[config.mk]
export PLATFORM = sky130hd
export DESIGN_NAME = muldiv_sequencer
export DESIGN_NICKNAME = d
export VERILOG_FILES = /design/src/rtl/muldiv_sequencer.sv
export SDC_FILE = /design/constraint.sdc
export NUM_CORES = 1
export LEC_CHECK = 0
export ABC_AREA = 0
export CAP_MARGIN = 20
export CORE_ASPECT_RATIO = 0.6
export CORE_MARGIN = 2
export CORE_UTILIZATION = 56
export CTS_CLUSTER_SIZE = 12
export DETAILED_ROUTE_END_ITERATION = 12
export GPL_ROUTABILITY_DRIVEN = 0
export GPL_TIMING_DRIVEN = 0
export PLACE_DENSITY = 0.87
export SYNTH_ARGS = -nofsm -noshare
export SYNTH_HDL_FRONTEND = slang
export SYNTH_SLANG_ARGS = --single-unit
[constraint.sdc]
create_clock -name clk -period 8.6 [get_ports clk]
set_input_delay 0.86 -clock clk [delete_from_list [all_inputs] [get_ports clk]]
set_output_delay 0.86 -clock clk [all_outputs]
set_load 0.02 [all_outputs]
[src/rtl/muldiv_sequencer.sv]
// ============================================================================
// muldiv_sequencer: runs multu/divu as WIDTH single-ALU-op iterations into HI/LO
// Revision: 1.0
// ============================================================================
`default_nettype none

module muldiv_sequencer #(
  parameter int WIDTH = 32
) (
  input  logic             clk,
  input  logic             reset,
  input  logic             start,
  input  logic             op,
  input  logic [WIDTH-1:0] rs_val,
  input  logic [WIDTH-1:0] rt_val,
  output logic             busy,
  output logic             done,
  output logic             div_by_zero,
  output logic [WIDTH-1:0] hi,
  output logic [WIDTH-1:0] lo,
  output logic [WIDTH-1:0] alu_a,
  output logic [WIDTH-1:0] alu_b,
  output logic [2:0]       alu_ctrl,
  input  logic [WIDTH-1:0] alu_result
);

  localparam int             CNT_W     = (WIDTH > 1) ? $clog2(WIDTH) : 1;
  localparam logic [CNT_W-1:0] LAST_ITER = CNT_W'(WIDTH - 1);
  localparam logic [2:0]     CTRL_ADD  = 3'b010;
  localparam logic [2:0]     CTRL_SUB  = 3'b110;

  typedef enum logic [1:0] {IDLE, MUL, DIV, FIN} state_t;

  state_t           state, state_next;
  // opnd holds M (multu) or D (divu); acc is P_hi or R; shq is P_lo or Q
  logic [WIDTH-1:0] opnd, acc, shq;
  logic [CNT_W-1:0] cnt;
  logic             zero_div;
  logic [WIDTH-1:0] rem_shift;
  logic             carry, ge;

  always_ff @(posedge clk or posedge reset) begin
    if (reset) state <= IDLE;
    else       state <= state_next;
  end

  always_comb begin
    state_next = state;
    alu_a      = '0;
    alu_b      = '0;
    rem_shift  = {acc[WIDTH-2:0], shq[WIDTH-1]};
    // The ALU has no carry/borrow out, so recover them by unsigned compares
    carry      = (alu_result < acc);
    ge         = acc[WIDTH-1] | (rem_shift >= opnd);
    case (state)
      IDLE: begin
        if (start) begin
          if (!op)              state_next = MUL;
          else if (rt_val == '0) state_next = FIN;
          else                  state_next = DIV;
        end
      end
      MUL: begin
        alu_a = acc;
        alu_b = shq[0] ? opnd : '0;
        if (cnt == LAST_ITER) state_next = FIN;
      end
      DIV: begin
        alu_a = rem_shift;
        alu_b = opnd;
        if (cnt == LAST_ITER) state_next = FIN;
      end
      FIN:     state_next = IDLE;
      default: state_next = IDLE;
    endcase
  end

  always_ff @(posedge clk or posedge reset) begin
    if (reset) begin
      busy        <= 1'b0;
      done        <= 1'b0;
      div_by_zero <= 1'b0;
      hi          <= '0;
      lo          <= '0;
      alu_ctrl    <= CTRL_ADD;
      opnd        <= '0;
      acc         <= '0;
      shq         <= '0;
      cnt         <= '0;
      zero_div    <= 1'b0;
    end else begin
      done     <= 1'b0;
      alu_ctrl <= (state_next == DIV) ? CTRL_SUB : CTRL_ADD;
      case (state)
        IDLE: begin
          if (start) begin
            busy        <= 1'b1;
            div_by_zero <= 1'b0;
            cnt         <= '0;
            acc         <= '0;
            zero_div    <= op && (rt_val == '0);
            opnd        <= op ? rt_val : rs_val;
            shq         <= op ? rs_val : rt_val;
          end
        end
        MUL: begin
          acc <= {carry, alu_result[WIDTH-1:1]};
          shq <= {alu_result[0], shq[WIDTH-1:1]};
          cnt <= cnt + CNT_W'(1);
        end
        DIV: begin
          acc <= ge ? alu_result : rem_shift;
          shq <= {shq[WIDTH-2:0], ge};
          cnt <= cnt + CNT_W'(1);
        end
        FIN: begin
          busy <= 1'b0;
          done <= 1'b1;
          if (zero_div) begin
            hi          <= shq;
            lo          <= '1;
            div_by_zero <= 1'b1;
          end else begin
            hi <= acc;
            lo <= shq;
          end
        end
        default: ;
      endcase
    end
  end

endmodule

`default_nettype wire

After elaboration in Yosys (flattened, before gate mapping)
Index checks and enable logic that the tools add are counted.
{"block": "word_totals", "register_bits": 174, "out_inout_bits": 134, "input_bits": 100, "word_cells": 61}
{"block": "op_classes", "addsub": 1, "n_mux": 26, "magnitude_cmp": 2, "n_bitwise": 1, "n_eq_ne": 7, "n_reduce_logical": 12}
{"operator": "32-bit 2-to-1 mux", "n": 8}
{"operator": "32-bit case mux with 3 select lines", "n": 2}
{"operator": "32-bit case mux with 2 select lines", "n": 2}
{"operator": "32-bit greater-or-equal comparator", "n": 1}
{"operator": "32-bit logical NOT", "n": 1}
{"operator": "32-bit less-than comparator", "n": 1}
{"operator": "5-bit case mux with 2 select lines", "n": 1}
{"operator": "2-bit AND reduction", "n": 4}
{"operator": "2-bit equality test, second input constant", "n": 3}
{"operator": "2-bit 2-to-1 mux", "n": 3}
{"operator": "2-bit case mux with 3 select lines", "n": 1}
{"operator": "5-bit by 1-bit adder with 5-bit output, second input constant", "n": 1}
{"operator": "5-bit equality test, second input constant", "n": 1}
{"operator": "1-bit 2-to-1 mux", "n": 5}
{"operator": "5-bit 2-to-1 mux", "n": 1}
{"operator": "2-bit inequality test, second input constant", "n": 2}
{"operator": "1-bit case mux with 2 select lines", "n": 2}
{"operator": "2-bit nonzero test", "n": 2}
{"operator": "3-bit 2-to-1 mux", "n": 1}
{"operator": "3-bit AND reduction", "n": 1}
{"operator": "3-bit nonzero test", "n": 1}
{"operator": "2-bit by 1-bit equality test with 1-bit output, second input constant", "n": 1}
{"operator": "2-bit logical NOT", "n": 1}
{"operator": "2-bit OR reduction", "n": 1}
{"operator": "2 further kinds", "n": 2}

Depth between registers and ports, before layout
{"block": "logic_depth", "word_depth": 7, "mapped_depth": 11, "mapped_depth_nobuf": 9}

Worst setup path after synthesis
Ideal clock, no wire load.
{"block": "synth_timing", "path_kind": "reg2out", "startpoint": "reg state[0]", "endpoint": "out alu_b[10]", "arrival_ns": 1.896, "path_buffers": 3, "required_time_ns": 7.740, "setup_slack_ns": 5.844, "path_stages_with_launch": 8, "path_cell_list": "dfrtp_1 -> inv_1 -> ha_1 -> inv_1 -> clkbuf_1 -> buf_1 -> buf_1 -> nor3_1"}
{"block": "synth_between", "elab_chain_len": 2, "elab_cells_between_ends": 3, "cone_classes": "eq/ne (2); mux (1)"}
{"element": "start: declaration", "line_no": "34", "text": "state_t state, state_next;"}
{"element": "start signal: assignment", "line_no": "44", "text": "else state <= state_next;"}
{"element": "2-bit equality test or 2-bit by 1-bit equality test with 1-bit output (tied branches)", "line_no": "55", "text": "case (state)"}
{"element": "32-bit case mux with 2 select lines *", "line_no": "55"}
{"element": "end: declaration", "line_no": "22", "text": "output logic [WIDTH-1:0] alu_b,"}
Mark *: on every way between the ends. The rest lies on a longest branch, timed or not.

Final worst setup path
{"block": "layout_timing", "startpoint": "reg state[0]", "endpoint": "out alu_b[17]"}
The elaborated chain is that of the path after synthesis.

==> results.cfg <==
[status]
status = finished clean

[timing]
fin_tns_setup_ns = 0
hold_viol_final = 0
finalSetupViolCount = 0
rsz0062_at_grt = false
post-route-min-period_ns = 4.76
slew_violations = 0
worst_pin_slew_ns = 0.931
finalCritPeriodShare_pct = 55.4
fin_skew_ns = 0.0141
maxSlewHeadroom_pct = 38.0
max_clock_freq_ghz = 0.210

[power]
finalPower_w = 0.00558
ir_worst_vdd_v = 0.000239
p_leak_nw = 5.76
power.density_nw_per_um2 = 397

[synthesis]
synth_common_cells = dfrtp_1 (172), nor2_1 (149), nand2_1 (102)
syn_nets = 1384
netlist_area_um2 = 10800
synthAdderAreaFrac_pct = 7.96
synth_top_family_by_area = compound AO/OA/AOI/OAI gates
syn-instance-count = 1215
avgSynthCellArea_um2 = 8.92
ys_seq_elements = 172
ys_seq_area_share_pct = 39.7
synthTopCellsByArea = dfrtp_1 (40%), ha_1 (8.0%), mux2i_1 (6.6%)
yosysUniqueCellTypes = 48
yosysTopAreaCellShare_pct = 39.7
synth_mux_area_share_pct = 6.76
ys.flop_type = dfrtp_1
yosys.area_share.xor_xnor_pct = 0.162
synth_edf_count = 0
synth-async-reset-ratio_pct = 100
yosysMostFrequentCell = dfrtp_1
yosysWarningCount = 0
synth-simple-area-share_pct = 15.7
synth_compound_area_share_pct = 23.0
yosysTopAreaCell = dfrtp_1

[cts]
insertion_delay_ns = 0.44
ctsLongestPathBuffers = 2
htreeDepth = 4
clkTransAtPathRegs_ns = 0.07
clkSinkCount = 172
root_buffer = clkbuf_16
cts-resized-gates = 0
hold_buffers = 0
cts_tree = done
cts_setup_buffers = 0
numCtsBuffers = 17

[worst_setup_path]
worst_setup_path_end_kind = output port
r2r_setup_slack_ns = 5.56
critPathSlowestCell = buf_1
crit_arrival_ns = 3.90
max_stage_delay_ns = 0.68
worstPathMaxFanout = 10
critPathRequiredTime_ns = 7.74
path_buf_inv = 6
startpoint_type = flop
path_cells = inv_1 > ha_1 > inv_1 > clkbuf_1 > buf_1 > buf_1 > nor3_1 > clkdlybuf4s50_1
crit_family = buffers and inverters
path_class = flop to output port

[place]
postPlaceCellArea_um2 = 13500
dp_hpwl_mm = 30.7
io_buffer_count = 230

[grt]
grt_usage_pct = 39.5
grt_pass1_vias = 11200
grt_antenna_before_repair = 0
gr-total-overflow = 0
grt_max_degree = 108
grt_pass1_wl_mm = 62.2

[route]
first_pass_iters = 11
vias = 11800
drtAntennaViolNets = 0
wl_per_cell_um = 23.9
viasPerCell = 6.83
dr.first_iter.drc_count = 1904
drcViolationCount = 0
drt-total-wl_mm = 41.2

[finish]
area_growth_pct = 29.8
fill_cells = 1323
antennaDiodeCount = 0
drive_above_1_share_pct = 5.48
design_area_um2 = 14100
fin_nets = 1634

[run]
cap_violations = 0

[die]
die-width_um = 184
row_count = 39
core_area_um2 = 19000
start_util_pct = 57.1
die_area_um2 = 20500
die_y_um = 112
io_pins = 234

[worst_hold_path]
holdCritPathClass = flop to flop
[registers in the layout (all words and copies together) (netlist names)]
name	flops
acc	32
hi	32
lo	32
opnd	32
shq	32
cnt	5
state	2
alu_ctrl	1
busy	1
div_by_zero	1
done	1
zero_div	1
[worst paths after layout]
kind                       cells after the start      from         to
setup reg to reg                               9  state[0]    acc[31]
max in group asynchronous                      3     reset      lo[2]
min in group asynchronous                      2     reset    acc[23]
setup / recovery                               8  state[0]  alu_b[17]
hold reg to reg                                2  opnd[15]   opnd[15]
hold / removal                                 2  opnd[15]   opnd[15]
[stage by stage]
| stage | hold WS, ns | util [%] | setup slack (ns) | std cells |
|---|---|---|---|---|
| 2_1_floorplan | 0.450 | - | 3.08 | 1215 |
| 3_3_place_gp | 0.465 | 70.9 | 0.906 | 1691 |
| 3_5_place_dp | 0.477 | 71.1 | 4.68 | 1692 |
| 4_1_cts | 0.501 | 74.1 | 4.15 | 1724 |
| 5_1_grt | 0.517 | 74.1 | 3.94 | 1724 |
| 6_report | 0.498 | 74.1 | 3.84 | 1724 |
[final cells by class]
type	instances	area (µm²)	share of cell area, %
clock buffer	18	429	3.05
tap	246	308	2.19
inverter	69	267	1.89
clock inverter	14	156	1.11
sequential	172	4300	30.6
buffer	103	457	3.25
timing repair buffer	231	2330	16.6
multi-input combinational	871	5820	41.4
[cell families (layout without fill, tap and decap cells)]
family | Yosys count | after routing
compound gates | 345 | 345
xor+xnor | 2 | 2
fa+ha+maj | 69 | 69
buf+inv | 172 | 435
flops | 172 | 172
mux | 73 | 73
other cells | 2 | 2
simple gates | 380 | 380
[layer usage]
layer / routed length, µm / share of wire, % / global-route usage (%) / vias to the layer above
met5: 23 / 0.056 / 0 / -
met4: 1910 / 4.6 / 15.6 / 2
met3: 7180 / 17 / 14.8 / 212
met2: 16600 / 40 / 55.7 / 1135
met1: 15500 / 38 / 55.1 / 5510
li1: - / - / - / 4909
[worst register-to-register path: stages, from the launching register on]
cell and delay [ns]:
dfrtp_1 0.46, inv_1 0.11, ha_1 0.20, clkbuf_1 0.20, nand2_1 0.26, o21a_1 0.28
clkbuf_1 0.58, buf_1 0.59, a32oi_1 0.13, o211ai_1 0.15
[cells in the final DEF, fill, tap and decap left out, drive strengths merged, types with 10 or more instances in the layout]
cell           instances
clkdlybuf4s50        230
dfrtp                172
nor2                 149
nand2                102
clkbuf                87
a21oi                 80
inv                   76
mux2i                 71
a22oi                 69
ha                    69
nand4                 45
o21ai                 43
o211ai                35
buf                   35
nor3                  34
a221oi                31
a211oi                31
o31ai                 25
nor2b                 24
a21o                  13
nor4                  10
[report_power, final]
part	internal [W]	total (W)	switching (W)
combinational	0.00119	0.00315	0.00196
clock	0.000412	0.000789	0.000376
sequential	0.00118	0.00165	0.000465
Note: power is estimated with default switching activity, not from simulation.
